[src/rtl/ps2_host_transmitter.sv]
// PS/2 host-to-mouse command transmitter: sends 0xF4 (enable) or 0xF5 (disable)
// with odd parity, then checks the device acknowledge; lines are driven as pull-low enables.
module ps2_host_transmitter #(
    parameter int unsigned INHIBIT_CYCLES = 6000,
    parameter int unsigned TIMEOUT_CYCLES = 750000,
    parameter logic [7:0]  CMD_ENABLE     = 8'hF4,
    parameter logic [7:0]  CMD_DISABLE    = 8'hF5
) (
    input  logic iClk,
    input  logic iResetn,
    input  logic iStartTransmission,
    input  logic iEnableMouse,
    input  logic iPs2Clk,
    input  logic iPs2Dat,
    output logic oPs2ClkLow,
    output logic oPs2DatLow,
    output logic oBusy,
    output logic oDone,
    output logic oError
);
    localparam int unsigned INH_W = $clog2(INHIBIT_CYCLES + 1);
    localparam int unsigned TMO_W = $clog2(TIMEOUT_CYCLES + 1);

    typedef enum logic [3:0] {
        S_IDLE,
        S_INHIBIT,
        S_START,
        S_DATA,
        S_PARITY,
        S_STOP,
        S_ACK,
        S_WAIT_IDLE,
        S_FINISH,
        S_FAIL
    } state_t;

    state_t           state_q;
    logic             clk_meta_q, clk_sync_q, clk_prev_q;
    logic             dat_meta_q, dat_sync_q;
    logic [7:0]       shift_q;
    logic             parity_q;
    logic [INH_W-1:0] inh_cnt_q;
    logic [TMO_W-1:0] tmo_cnt_q;
    logic [3:0]       edge_cnt_q;
    logic             clk_low_q, dat_low_q, busy_q, done_q, error_q;

    logic [7:0] cmd_d;
    logic       ps2_fall, tmo_run, frame_edge, tmo_expired, ack_missing, fail_d;

    assign cmd_d       = iEnableMouse ? CMD_ENABLE : CMD_DISABLE;
    assign ps2_fall    = clk_prev_q & ~clk_sync_q;
    assign tmo_run     = state_q inside {S_START, S_DATA, S_PARITY, S_STOP, S_ACK, S_WAIT_IDLE};
    assign frame_edge  = ps2_fall && (state_q inside {S_START, S_DATA, S_PARITY, S_STOP, S_ACK});
    // A falling edge in the same cycle as expiry counts as progress, not a timeout.
    assign tmo_expired = tmo_run && !ps2_fall && (tmo_cnt_q == TMO_W'(TIMEOUT_CYCLES - 1));
    assign ack_missing = (state_q == S_ACK) && ps2_fall && dat_sync_q;
    assign fail_d      = tmo_expired | ack_missing;

    always_ff @(posedge iClk or negedge iResetn) begin
        if (!iResetn) begin
            state_q    <= S_IDLE;
            clk_meta_q <= 1'b1;
            clk_sync_q <= 1'b1;
            clk_prev_q <= 1'b1;
            dat_meta_q <= 1'b1;
            dat_sync_q <= 1'b1;
            shift_q    <= '0;
            parity_q   <= 1'b0;
            inh_cnt_q  <= '0;
            tmo_cnt_q  <= '0;
            edge_cnt_q <= '0;
            clk_low_q  <= 1'b0;
            dat_low_q  <= 1'b0;
            busy_q     <= 1'b0;
            done_q     <= 1'b0;
            error_q    <= 1'b0;
        end else begin
            clk_meta_q <= iPs2Clk;
            clk_sync_q <= clk_meta_q;
            clk_prev_q <= clk_sync_q;
            dat_meta_q <= iPs2Dat;
            dat_sync_q <= dat_meta_q;
            done_q     <= 1'b0;

            if (tmo_run) begin
                tmo_cnt_q <= ps2_fall ? '0 : tmo_cnt_q + TMO_W'(1);
            end
            if (frame_edge) begin
                edge_cnt_q <= edge_cnt_q + 4'd1;
            end

            case (state_q)
                S_IDLE: begin
                    if (iStartTransmission) begin
                        shift_q   <= cmd_d;
                        parity_q  <= ~^cmd_d;
                        error_q   <= 1'b0;
                        busy_q    <= 1'b1;
                        clk_low_q <= 1'b1;
                        inh_cnt_q <= '0;
                        state_q   <= S_INHIBIT;
                    end
                end
                S_INHIBIT: begin
                    if (inh_cnt_q == INH_W'(INHIBIT_CYCLES - 1)) begin
                        clk_low_q  <= 1'b0;
                        dat_low_q  <= 1'b1;
                        tmo_cnt_q  <= '0;
                        edge_cnt_q <= '0;
                        state_q    <= S_START;
                    end else begin
                        inh_cnt_q <= inh_cnt_q + INH_W'(1);
                    end
                end
                S_START, S_DATA: begin
                    // Falling edges #1..#8 each present the next data bit, LSB first.
                    if (ps2_fall) begin
                        dat_low_q <= ~shift_q[0];
                        shift_q   <= {1'b0, shift_q[7:1]};
                        state_q   <= (edge_cnt_q == 4'd7) ? S_PARITY : S_DATA;
                    end
                end
                S_PARITY: begin
                    if (ps2_fall) begin
                        dat_low_q <= ~parity_q;
                        state_q   <= S_STOP;
                    end
                end
                S_STOP: begin
                    if (ps2_fall) begin
                        dat_low_q <= 1'b0;
                        state_q   <= S_ACK;
                    end
                end
                S_ACK: begin
                    if (ps2_fall && !dat_sync_q) begin
                        state_q <= S_WAIT_IDLE;
                    end
                end
                S_WAIT_IDLE: begin
                    if (clk_sync_q && dat_sync_q) begin
                        done_q  <= 1'b1;
                        state_q <= S_FINISH;
                    end
                end
                S_FINISH, S_FAIL: begin
                    busy_q  <= 1'b0;
                    state_q <= S_IDLE;
                end
                default: state_q <= S_IDLE;
            endcase

            if (fail_d) begin
                clk_low_q <= 1'b0;
                dat_low_q <= 1'b0;
                error_q   <= 1'b1;
                done_q    <= 1'b1;
                state_q   <= S_FAIL;
            end
        end
    end

    assign oPs2ClkLow = clk_low_q;
    assign oPs2DatLow = dat_low_q;
    assign oBusy      = busy_q;
    assign oDone      = done_q;
    assign oError     = error_q;

endmodule

[config.mk]
export PLATFORM = sky130hd
export DESIGN_NAME = ps2_host_transmitter
export DESIGN_NICKNAME = d
export VERILOG_FILES = /design/src/rtl/ps2_host_transmitter.sv
export SDC_FILE = /design/constraint.sdc
export NUM_CORES = 1
export LEC_CHECK = 0
export BUFFER_PORTS_ARGS = -buffer_cell sky130_fd_sc_hd__buf_2
export CORE_MARGIN = 2
export CORE_UTILIZATION = 35
export DETAILED_ROUTE_END_ITERATION = 8
export GPL_ROUTABILITY_DRIVEN = 0
export RECOVER_POWER = 50
export SETUP_SLACK_MARGIN = 0.4
export SLEW_MARGIN = 20
export SYNTH_ARGS = -nofsm -noshare
export SYNTH_HDL_FRONTEND = slang
export SYNTH_SLANG_ARGS = --single-unit
export TNS_END_PERCENT = 10
[constraint.sdc]
create_clock -name iClk -period 5.4 [get_ports iClk]
set_clock_uncertainty 0.2 [all_clocks]
set_input_delay 1.08 -clock iClk [delete_from_list [all_inputs] [get_ports iClk]]
set_output_delay 1.08 -clock iClk [all_outputs]
set_load 0.02 [all_outputs]
==> results of run 1 <==
==> synth_stat cells (all sizes together), types with 8 or more instances <==
cell   instances
xnor2         12
nand4         10
a21oi          9
o21ai          9
nor3          13
xor2          20
nand3         23
nor4           8
nor2          53
nand2         24
dfrtp         55
and3          10
==> through the flow <==
stage / total power [W] / utilization [%] / std cells / hold WS [ns]
after detailed placement: 0.00115 / 37.7 / 411 / 0.147
final: 0.00155 / 40.2 / 427 / 0.157
after global placement: 0.00115 / 37.7 / 411 / 0.147
after floorplan: 0.00105 / - / 305 / 0.145
after global routing: 0.00167 / 40.2 / 427 / 0.163
after CTS: 0.00157 / 40.1 / 427 / 0.158
==> cell type report <==
class	count	area, um^2	area share (%)
Multi-Input combinational cell	230	1390	42.0
Inverter	5	18.8	0.568
Clock buffer	9	124	3.75
Timing Repair Buffer	11	57.6	1.74
Sequential cell	60	1510	45.6
Tap cell	105	131	3.98
Clock inverter	7	77.6	2.35
==> where the power goes <==
group          switching (W)  internal [W]
clock network       0.000188      0.000214
registers           0.000148      0.000581
logic               0.000243      0.000182
total               0.000578      0.000977
==> metal layers <==
layer  share of wire [%]  routed length [um]
met4                 1.4                  79
met2                  49                2850
met1                  45                2640
met3                 4.1                 236
met5                   0                   0
==> worst max-delay path, delay by kind of cell, from the launching register on <==
family,cells,cell delay [ns]
compound gates,2,0.42
simple gates,3,1.14
flops,1,0.75
==> sequential cells by signal, indices dropped and copies added, names as in the netlist <==
signal,count
inh_cnt_q,13
oPs2DatLow,1
dat_meta_q,1
dat_sync_q,1
clk_meta_q,1
shift_q,8
clk_prev_q,1
parity_q,1
oBusy,1
tmo_cnt_q,20
oPs2ClkLow,1
oError,1
edge_cnt_q,4
clk_sync_q,1
state_q,4
oDone,1
==> kinds of logic after synthesis <==
group                      count (synthesis)
DFF                                       60
AOI/OAI and AO/OA                         35
adders and majority gates                  3
buffers and inverters                     15
xor gates and xnor gates                  32
muxes                                      3
and+or+nand+nor                          157
==> how the worst min path moves through the flow <==
stage / startpoint / end / slack [ns] / cells after the start
after detailed placement: dat_meta_q / dat_sync_q / 0.15 / 0
after global routing: clk_meta_q / clk_sync_q / 0.16 / 0
final: dat_meta_q / dat_sync_q / 0.16 / 0
after CTS: dat_meta_q / dat_sync_q / 0.16 / 0
after floorplan: clk_meta_q / clk_sync_q / 0.15 / 0
after global placement: dat_meta_q / dat_sync_q / 0.15 / 0
==> flow_summary.json, run 1 <==
{
  "synth-xor-area-share_pct": 9.45,
  "area_delta_synth_final_pct": 11.3,
  "die_area_mm2": 0.00923,
  "initial_core_util_pct": 36.1,
  "synth_cells": 305,
  "clk_path_buf_depth": 2,
  "ys.flop_type": "dfrtp_1",
  "synth_edf_count": 0,
  "setup_viol": 0,
  "yosysWarnings": 0,
  "max_cap_violations": 0,
  "synth-seq-cells": 60,
  "end_kind": "flop",
  "insertion_delay_ns": 0.34,
  "grt_overflow": 0,
  "r2r_start": "state_q[1]",
  "io_pins": 11,
  "worstPathArrival_ns": 2.64,
  "tritoncts": "built",
  "grt_start_max_net_pins": 61,
  "ant_nets": 0,
  "dpl.hpwl_um": 3730,
  "grt_use_total_pct": 13.9,
  "slowest_delay_ns": 0.75,
  "reg2reg_to": "oPs2DatLow",
  "layout_common_cells": "55 x dfrtp_1, 52 x nor2_1, 23 x nand2_1, 23 x nand3_1, 20 x xor2_1",
  "reg2regPathDepth": 5,
  "post_cts_resized": 0,
  "ys_types": 44,
  "final.setup.tns_ns": 0,
  "post_cts_buffers": 0,
  "synth-simple-area-share_pct": 26.5,
  "tightest_slew_ns": 0.920,
  "syn_avg_cell_area_um2": 9.73,
  "rsz0062_at_grt": "false",
  "num_rows": 33,
  "design_area_mm2": 0.00330,
  "layout.nets": 326,
  "critPathKind": "reg -> reg",
  "p_per_area_mw_per_mm2": 471,
  "worstPathRequired_ns": 5.40,
  "cp-start-kind": "flop",
  "synth.mux.area_fraction_pct": 1.01,
  "antenna_found_initial": 0,
  "worst_slack_ns": 2.77,
  "max-vdd-ir-drop_mv": 0.234,
  "wirelength_um": 5800,
  "core_mm2": 0.00822,
  "maxSlewViolCount": 0,
  "cts_hold_buf": 0,
  "yosys.area.top_type": "dfrtp_1",
  "synthTopCellsByArea": "dfrtp_1 46%, nor2_1 6.6%, xor2_1 5.9%, dfstp_2 4.4%, nand3_1 3.9%",
  "vias": 2209,
  "cts_htree_levels": 3,
  "vias_per_cell": 5.17,
  "drtPass1Iterations": 4,
  "num_antenna_cells": 0,
  "grt_pass1_wl_um": 9810,
  "grt_pass1_vias": 2039,
  "drt_iter0_drc": 127,
  "syn_nets": 314,
  "clkSinkCount": 60,
  "fin_crit_sh_pct": 48.8,
  "fill_cells": 794,
  "power.leakage_nw": 1.41,
  "synth-seq-area-share_pct": 50.8,
  "place_area_mm2": 0.00310,
  "drt-wirelength-per-cell_um": 13.6,
  "hold_violations": 0,
  "synth_top_family_by_area": "simple AND/OR/NAND/NOR gates",
  "use_met2_pct": 22.5,
  "die_w_um": 96.1,
  "cts_made_buffers": 9,
  "synth.top_cell.area_share_pct": 46.4,
  "r2r_slack_ns": 2.77,
  "pre_cts_ws_ns": 2.72,
  "cts-root-buf": "clkbuf_8",
  "post-route-min-period_ns": 2.63,
  "min-delay-path-class": "reg -> reg",
  "post_synth_instance_area_mm2": 0.00297,
  "die_h_um": 96.1,
  "clk_pin_slew_ns": 0.08,
  "layout_commonest_cell": "dfrtp_1",
  "drcViolationCount": 0,
  "drive_gt1_share_pct": 12.4,
  "synth_compound_area_share_pct": 8.27,
  "grt_busiest_layer": "met2",
  "critical_path.cell_chain": "o21bai_4 > or2_4 > or4_1 > o31ai_1 > nor3_1",
  "met1_usage_pct": 17.6,
  "port_buffers": 10,
  "crit_path_end": "oPs2DatLow",
  "synth-async-reset-ratio_pct": 100,
  "crit_slowest_cell": "dfrtp_1",
  "timing.fmax_mhz": 380,
  "relSlewSlack_pct": 38.1,
  "cp-startpoint": "state_q[1]",
  "grt_util_met3_pct": 3.99,
  "status": "complete, no violations",
  "cp_max_fo": 20,
  "synth_fa_ha_area_share_pct": 1.27
}
Power figures use the tool's default switching activity.
==> run 2: changes to the inputs <==
ABC_AREA = 1   (was not set)
clock period = 2.41 ns   (was 5.4 ns; I/O delays follow)
==> run 2 against run 1 <==
  * Cell area is 14% higher
  * Combinational power grew to 3.0 times the previous value
  * Global-route usage is 1.1 points higher
  * Clock-buffer cell count is 3 higher
  * Sequential cell count stayed put
  * Synthesized cell count is 40% higher
  * Wire length is 25% higher
  * Die area is 13% higher
  * Worst setup slack worse by 2.3 ns
  * Synthesized area is 13% higher
  * Critical endpoint is now tmo_cnt_q[2]
  * Highest routed layer unchanged
==> flow_summary.json, run 2 <==
{
  "status": "complete, no violations",
  "drcViolationCount": 0,
  "ys_top_cells_by_count": "86 x nand2_1, 56 x nor2_1, 55 x dfrtp_1, 51 x inv_1, 31 x nand3_1",
  "num_antenna_cells": 0,
  "ys.flop_type": "dfrtp_1",
  "final.setup.tns_ns": 0,
  "setup_viol": 0,
  "synth.top_cell.area_share_pct": 41.0,
  "ant_nets": 0,
  "die_h_um": 102,
  "port_buffers": 10,
  "die_w_um": 102,
  "hold_depth": 1,
  "clock_power_share_pct": 25.7,
  "drtPass1Iterations": 4,
  "layout_common_cells": "86 x nand2_1, 56 x nor2_1, 53 x dfrtp_1, 50 x inv_1, 31 x nand3_1",
  "top_register": "tmo_cnt_q",
  "power.internal_w": 0.00218,
  "combinationalPowerShare_pct": 35.7,
  "max-vdd-ir-drop_mv": 0.527,
  "min-delay-path-class": "in -> reg",
  "maxSlewViolCount": 0,
  "grt_start_max_net_pins": 61,
  "hp-start": "iPs2Clk",
  "r2r_start": "inh_cnt_q[0]",
  "wirelength_um": 7230,
  "reg2reg_to": "tmo_cnt_q[2]",
  "r2r_slack_ns": 0.50,
  "post-route-min-period_ns": 1.91,
  "vias_per_cell": 4.88,
  "grt_pass1_wl_um": 12300,
  "initial_core_util_pct": 36.2,
  "yosysWarnings": 0,
  "reg_top3": "tmo_cnt_q: 20 flops, inh_cnt_q: 13 flops, shift_q: 8 flops",
  "cts_made_buffers": 9,
  "relSlewSlack_pct": 44.8,
  "io_pins": 11,
  "drt-wirelength-per-cell_um": 12.4,
  "place_area_mm2": 0.00353,
  "dpl.hpwl_um": 5050,
  "power.leakage_nw": 1.72,
  "drive_gt1_share_pct": 17.2,
  "worstPathArrival_ns": 1.93,
  "syn_nets": 436,
  "design_area_mm2": 0.00377,
  "hold-path-endpoint": "clk_meta_q",
  "cp_max_fo": 17,
  "synth_edf_count": 0,
  "synthTopCellsByArea": "dfrtp_1 41%, nand2_1 9.6%, nor2_1 6.3%, inv_1 5.7%, nand3_1 4.6%",
  "cp-start-kind": "flop",
  "p_per_area_mw_per_mm2": 952,
  "cts_htree_levels": 3,
  "clk_path_buf_depth": 2,
  "critPathKind": "reg -> reg",
  "hold_violations": 0,
  "worst_hold_slack_ns": 0.0504,
  "synth-seq-area-share_pct": 44.9,
  "grt_pass1_vias": 2683,
  "worstPathRequired_ns": 2.43,
  "worst_slack_ns": 0.501,
  "core_mm2": 0.00928,
  "clk_pin_slew_ns": 0.07,
  "area_delta_synth_final_pct": 12.4,
  "reg2regPathDepth": 10,
  "cts-root-buf": "clkbuf_8",
  "synth-seq-cells": 60,
  "syn_avg_cell_area_um2": 7.86,
  "fin_crit_sh_pct": 79.2,
  "largest_reg_flops": 20,
  "grt_use_total_pct": 15.0,
  "ys_types": 40,
  "insertion_delay_ns": 0.33,
  "synth-async-reset-ratio_pct": 100,
  "timing.fmax_mhz": 524,
  "layout.nets": 457,
  "max_cap_violations": 0,
  "tritoncts": "built",
  "grt_overflow": 0,
  "end_kind": "flop",
  "synth_cells": 427,
  "vias": 2841,
  "clkSinkCount": 60,
  "die_area_mm2": 0.0104,
  "drt_iter0_drc": 105,
  "power_switching_w": 0.00141,
  "rsz0062_at_grt": "true",
  "tightest_slew_ns": 0.829,
  "antenna_found_initial": 0,
  "post_synth_instance_area_mm2": 0.00336,
  "yosysMostFrequentCell": "nand2_1",
  "swShare_pct": 39.4,
  "pre_cts_ws_ns": 0.388,
  "yosys.area.top_type": "dfrtp_1",
  "seq_power_share_pct": 38.5,
  "total_power_w": 0.00359,
  "layout_commonest_cell": "nand2_1",
  "num_rows": 35
}
==> run 2: cell types whose count changed in the layout (fill, tap and decap cells not counted), sizes merged, moves of 5 or more <==
| cell | previous run | this run |
|---|---|---|
| nand2 | 24 | 97 |
| inv | 5 | 56 |
| o21ai | 9 | 21 |
| nand3 | 23 | 34 |
| xnor2 | 12 | 1 |
| xor2 | 20 | 9 |
| nor2 | 53 | 63 |
| a21oi | 9 | 18 |
| and3 | 10 | 1 |
| nor3 | 13 | 22 |
| buf | 11 | 16 |
| nor4 | 8 | 3 |
==> run 2: how the worst max path moves through the flow <==
stage	cells after the start	slack, ns	startpoint	end
2_1_floorplan	9	0.64	inh_cnt_q[0]	tmo_cnt_q[6]
3_3_place_gp	10	0.44	inh_cnt_q[0]	tmo_cnt_q[13]
3_5_place_dp	10	0.39	inh_cnt_q[0]	tmo_cnt_q[13]
4_1_cts	7	0.45	state_q[1]	tmo_cnt_q[2]
5_1_grt	11	0.33	tmo_cnt_q[0]	tmo_cnt_q[14]
6_report	10	0.50	inh_cnt_q[0]	tmo_cnt_q[2]
==> run 2: cell families (layout without fill, tap and decap cells) <==
family	count (synthesis)	after routing	synth area share (%)
AND/OR/NAND/NOR	235	235	33.4
buffers and inverters	67	93	8.91
flip-flops	60	60	44.9
AO/OA/AOI/OAI	52	52	9.06
XOR/XNOR	10	10	2.61
adder cells (fa/ha/maj)	3	3	1.12
==> run 2: through the flow <==
step	std cells	utilization (%)
global placement	561	38.0
detailed placement	561	38.0
finish	582	40.7
floorplan	427	-
global route	582	40.7
CTS	578	40.4
==> run 2: timing repair <==
item / 4_1_cts / 5_1_grt
setup buffers: 0 / 4
endpoints found under the setup margin: 4 / 18
hold buffers: 1 / 0
endpoints found under the hold margin: 55 / 0
resized for setup: 2 / 3
==> run 2: critical path, cell delays in order (launching register included) <==
cell     delay [ns]
dfrtp_2        0.41
ha_2           0.24
nand3_1        0.12
nor2_1         0.10
nand3_1        0.15
nor2_2         0.18
inv_2          0.09
nand2_8        0.13
nor2_1         0.05
o21ai_0        0.07
inv_1          0.05
==> run 2: final cells by class <==
| type | count | area (um^2) |
|---|---|---|
| fill | 957 | 5510 |
| multi-input combinational | 300 | 1560 |
| sequential | 60 | 1510 |
| inverter | 59 | 226 |
| tap | 129 | 161 |
| clock buffer | 12 | 155 |
| timing repair buffer | 18 | 113 |
| clock inverter | 4 | 47.5 |
==> run 2: layer usage <==
metal / routed length [um] / vias up / GRT usage [%]
li1: - / 1432 / -
met5: 0 / - / 0
met3: 186 / 13 / 3.42
met1: 3430 / 1354 / 19.5
met2: 3480 / 42 / 24.4
met4: 129 / 0 / 5.95
==> run 2: power groups by stage <==
stage	Sequential [W]	Combinational (W)	Clock (W)
after floorplan	0.00136	0.00103	0
after global placement	0.00139	0.00119	0
after detailed placement	0.00140	0.00122	0
after CTS	0.00138	0.00123	0.000949
after global routing	0.00141	0.00146	0.000996
final	0.00139	0.00128	0.000925
==> run 3: changes to the inputs <==
clock period = 1.6 ns   (was 2.41 ns; I/O delays follow)
==> run 3 against run 2 <==
  * Wire length increased by 9.4%
  * Worst setup slack got worse by 0.67 ns
  * Global-route usage increased by 1.2 points
  * Combinational power increased by 110%
  * Utilization increased by 9.3 points
  * The run now ends with setup timing left
  * Final cell count increased by 13%
  * Register-to-register slack got worse by 0.67 ns
==> flow_summary.json, run 3 (synthesized netlist as in run 2, its figures left out) <==
{
  "antenna_found_initial": 0,
  "worstPathArrival_ns": 1.86,
  "num_antenna_cells": 0,
  "area_delta_synth_final_pct": 38.1,
  "grt_use_total_pct": 16.2,
  "total_power_w": 0.00629,
  "multi_input_area_mm2": 0.00177,
  "grt_start_max_net_pins": 61,
  "grt_pass1_vias": 2954,
  "die_area_mm2": 0.0104,
  "cp-start-kind": "flop",
  "wirelength_um": 7900,
  "die_h_um": 102,
  "layout_common_cells": "82 x nand2_1, 71 x buf_4, 53 x dfrtp_1, 47 x inv_1, 45 x nor2_1",
  "maxSlewViolCount": 0,
  "cts_made_buffers": 9,
  "insertion_delay_ns": 0.34,
  "seqCellArea_mm2": 0.00151,
  "cts-root-buf": "clkbuf_8",
  "drcViolationCount": 0,
  "vias": 3098,
  "path_common_cell": "nand2_1",
  "vias_per_cell": 4.72,
  "worstPathRequired_ns": 1.68,
  "hold_violations": 0,
  "drtPass1Iterations": 4,
  "port_buffers": 10,
  "worst_hold_slack_ns": 0.156,
  "critical_path.cell_chain": "ha_4 > nand2_4 > nor2_4 > nand4_1 > nor2_1 > nand2_1 > nor2_2 > nand2_1 > nand2_1 > nand2_1 > inv_1",
  "grt_pass1_wl_um": 13300,
  "reg_top3": "tmo_cnt_q: 20 flops, inh_cnt_q: 13 flops, shift_q: 8 flops",
  "min-delay-path-class": "reg -> reg",
  "cp_top_family": "simple AND/OR/NAND/NOR gates",
  "fill_cells": 914,
  "post-route-min-period_ns": 1.77,
  "slowest_delay_ns": 0.40,
  "power.leakage_nw": 2.18,
  "clkSinkCount": 60,
  "cp_max_fo": 3,
  "tritoncts": "built",
  "dpl.hpwl_um": 5550,
  "drive_gt1_share_pct": 33.8,
  "timing.fmax_mhz": 564,
  "wl_met1_um": 3850,
  "fin_crit_sh_pct": 111,
  "drt-wirelength-per-cell_um": 12.0,
  "critPathKind": "reg -> reg",
  "initial_core_util_pct": 36.2,
  "setup_viol": 27,
  "relSlewSlack_pct": 50.1,
  "layout.nets": 531,
  "grt_overflow": 0,
  "end_kind": "flop",
  "wl_met2_um": 3620,
  "clk_path_buf_depth": 2,
  "cp.buffers_inverters": 1,
  "top_register": "tmo_cnt_q",
  "tightest_slew_ns": 0.749,
  "die_w_um": 102,
  "io_pins": 11,
  "clk_pin_slew_ns": 0.07,
  "crit_slowest_cell": "dfrtp_1",
  "max_cap_violations": 0,
  "core_mm2": 0.00928,
  "worst_slack_ns": -0.173,
  "drt_iter0_drc": 111,
  "status": "finished, violations left",
  "p_per_area_mw_per_mm2": 1360,
  "ant_nets": 0,
  "cts_htree_levels": 3,
  "rsz0062_at_grt": "true",
  "dr_wl_met3_um": 262,
  "violations": "setup timing",
  "largest_reg_flops": 20,
  "max-vdd-ir-drop_mv": 1.08,
  "num_rows": 35,
  "topRoutingLayerUsed": "met4",
  "layout_commonest_cell": "nand2_1"
}
-- run 3: metal layers --
layer	vias to the layer above	track usage, %
met3	11	2.67
met1	1435	22.2
li1	1598	-
met2	54	25.2
met4	0	7.49
met5	-	0
-- run 3: cell type report --
cell class | count | area share [%]
well taps | 129 | 3.48
repair buffers | 91 | 16.1
clock inverters | 1 | 0.648
inverters | 59 | 4.91
flip-flops and latches | 60 | 32.6
clock buffers | 15 | 4.02
multi-input cells | 301 | 38.2
-- run 3: path summary, 6_finish.rpt --
path	slack (ns)	depth (start not counted)	end	from
worst min-delay path	0.16	0	clk_sync_q	clk_meta_q
worst max register to register	-0.17	11	tmo_cnt_q[14]	tmo_cnt_q[1]
min in group asynchronous	0.50	3	tmo_cnt_q[14]	iResetn
worst max-delay path	-0.17	11	tmo_cnt_q[14]	tmo_cnt_q[1]
max in group asynchronous	0.16	3	state_q[1]	iResetn
worst min register to register	0.16	0	clk_sync_q	clk_meta_q
-- run 3: worst reg2reg max path, cell delays in order, from the launching register on --
cell and delay, ns:
dfrtp_1 0.40, ha_4 0.17, nand2_4 0.06, nor2_4 0.12, nand4_1 0.14, nor2_1 0.19, nand2_1 0.09, nor2_2 0.14
nand2_1 0.06, nand2_1 0.06, nand2_1 0.04, inv_1 0.04
-- run 3: metrics by stage --
stage	instance area (um^2)	setup WS [ns]	instances	util, %	TNS [ns]
after detailed placement	4130	-0.163	632	44.5	-3.66
after global routing	4640	-0.329	656	49.9	-6.05
after global placement	4130	-0.185	632	44.5	-2.75
final	4640	-0.173	656	49.9	-2.05
after CTS	4510	-0.113	654	48.6	-1.52
after floorplan	3390	-0.108	427	-	-2.01
-- run 3: where the power goes --
part	switching [W]	total, W	internal, W	leakage [nW]
sequential	0.000260	0.00209	0.00183	0.758
combinational	0.00152	0.00271	0.00119	1.31
clock	0.000593	0.00149	0.000893	0.110
-- run 3: timing repair --
action	in CTS	in global routing
gates cloned	1	0
endpoints found under the hold margin	58	0
gates resized for setup	32	32
hold buffers	4	0
buffers inserted	1	2
pin swaps	14	15
endpoints found under the setup margin	60	60
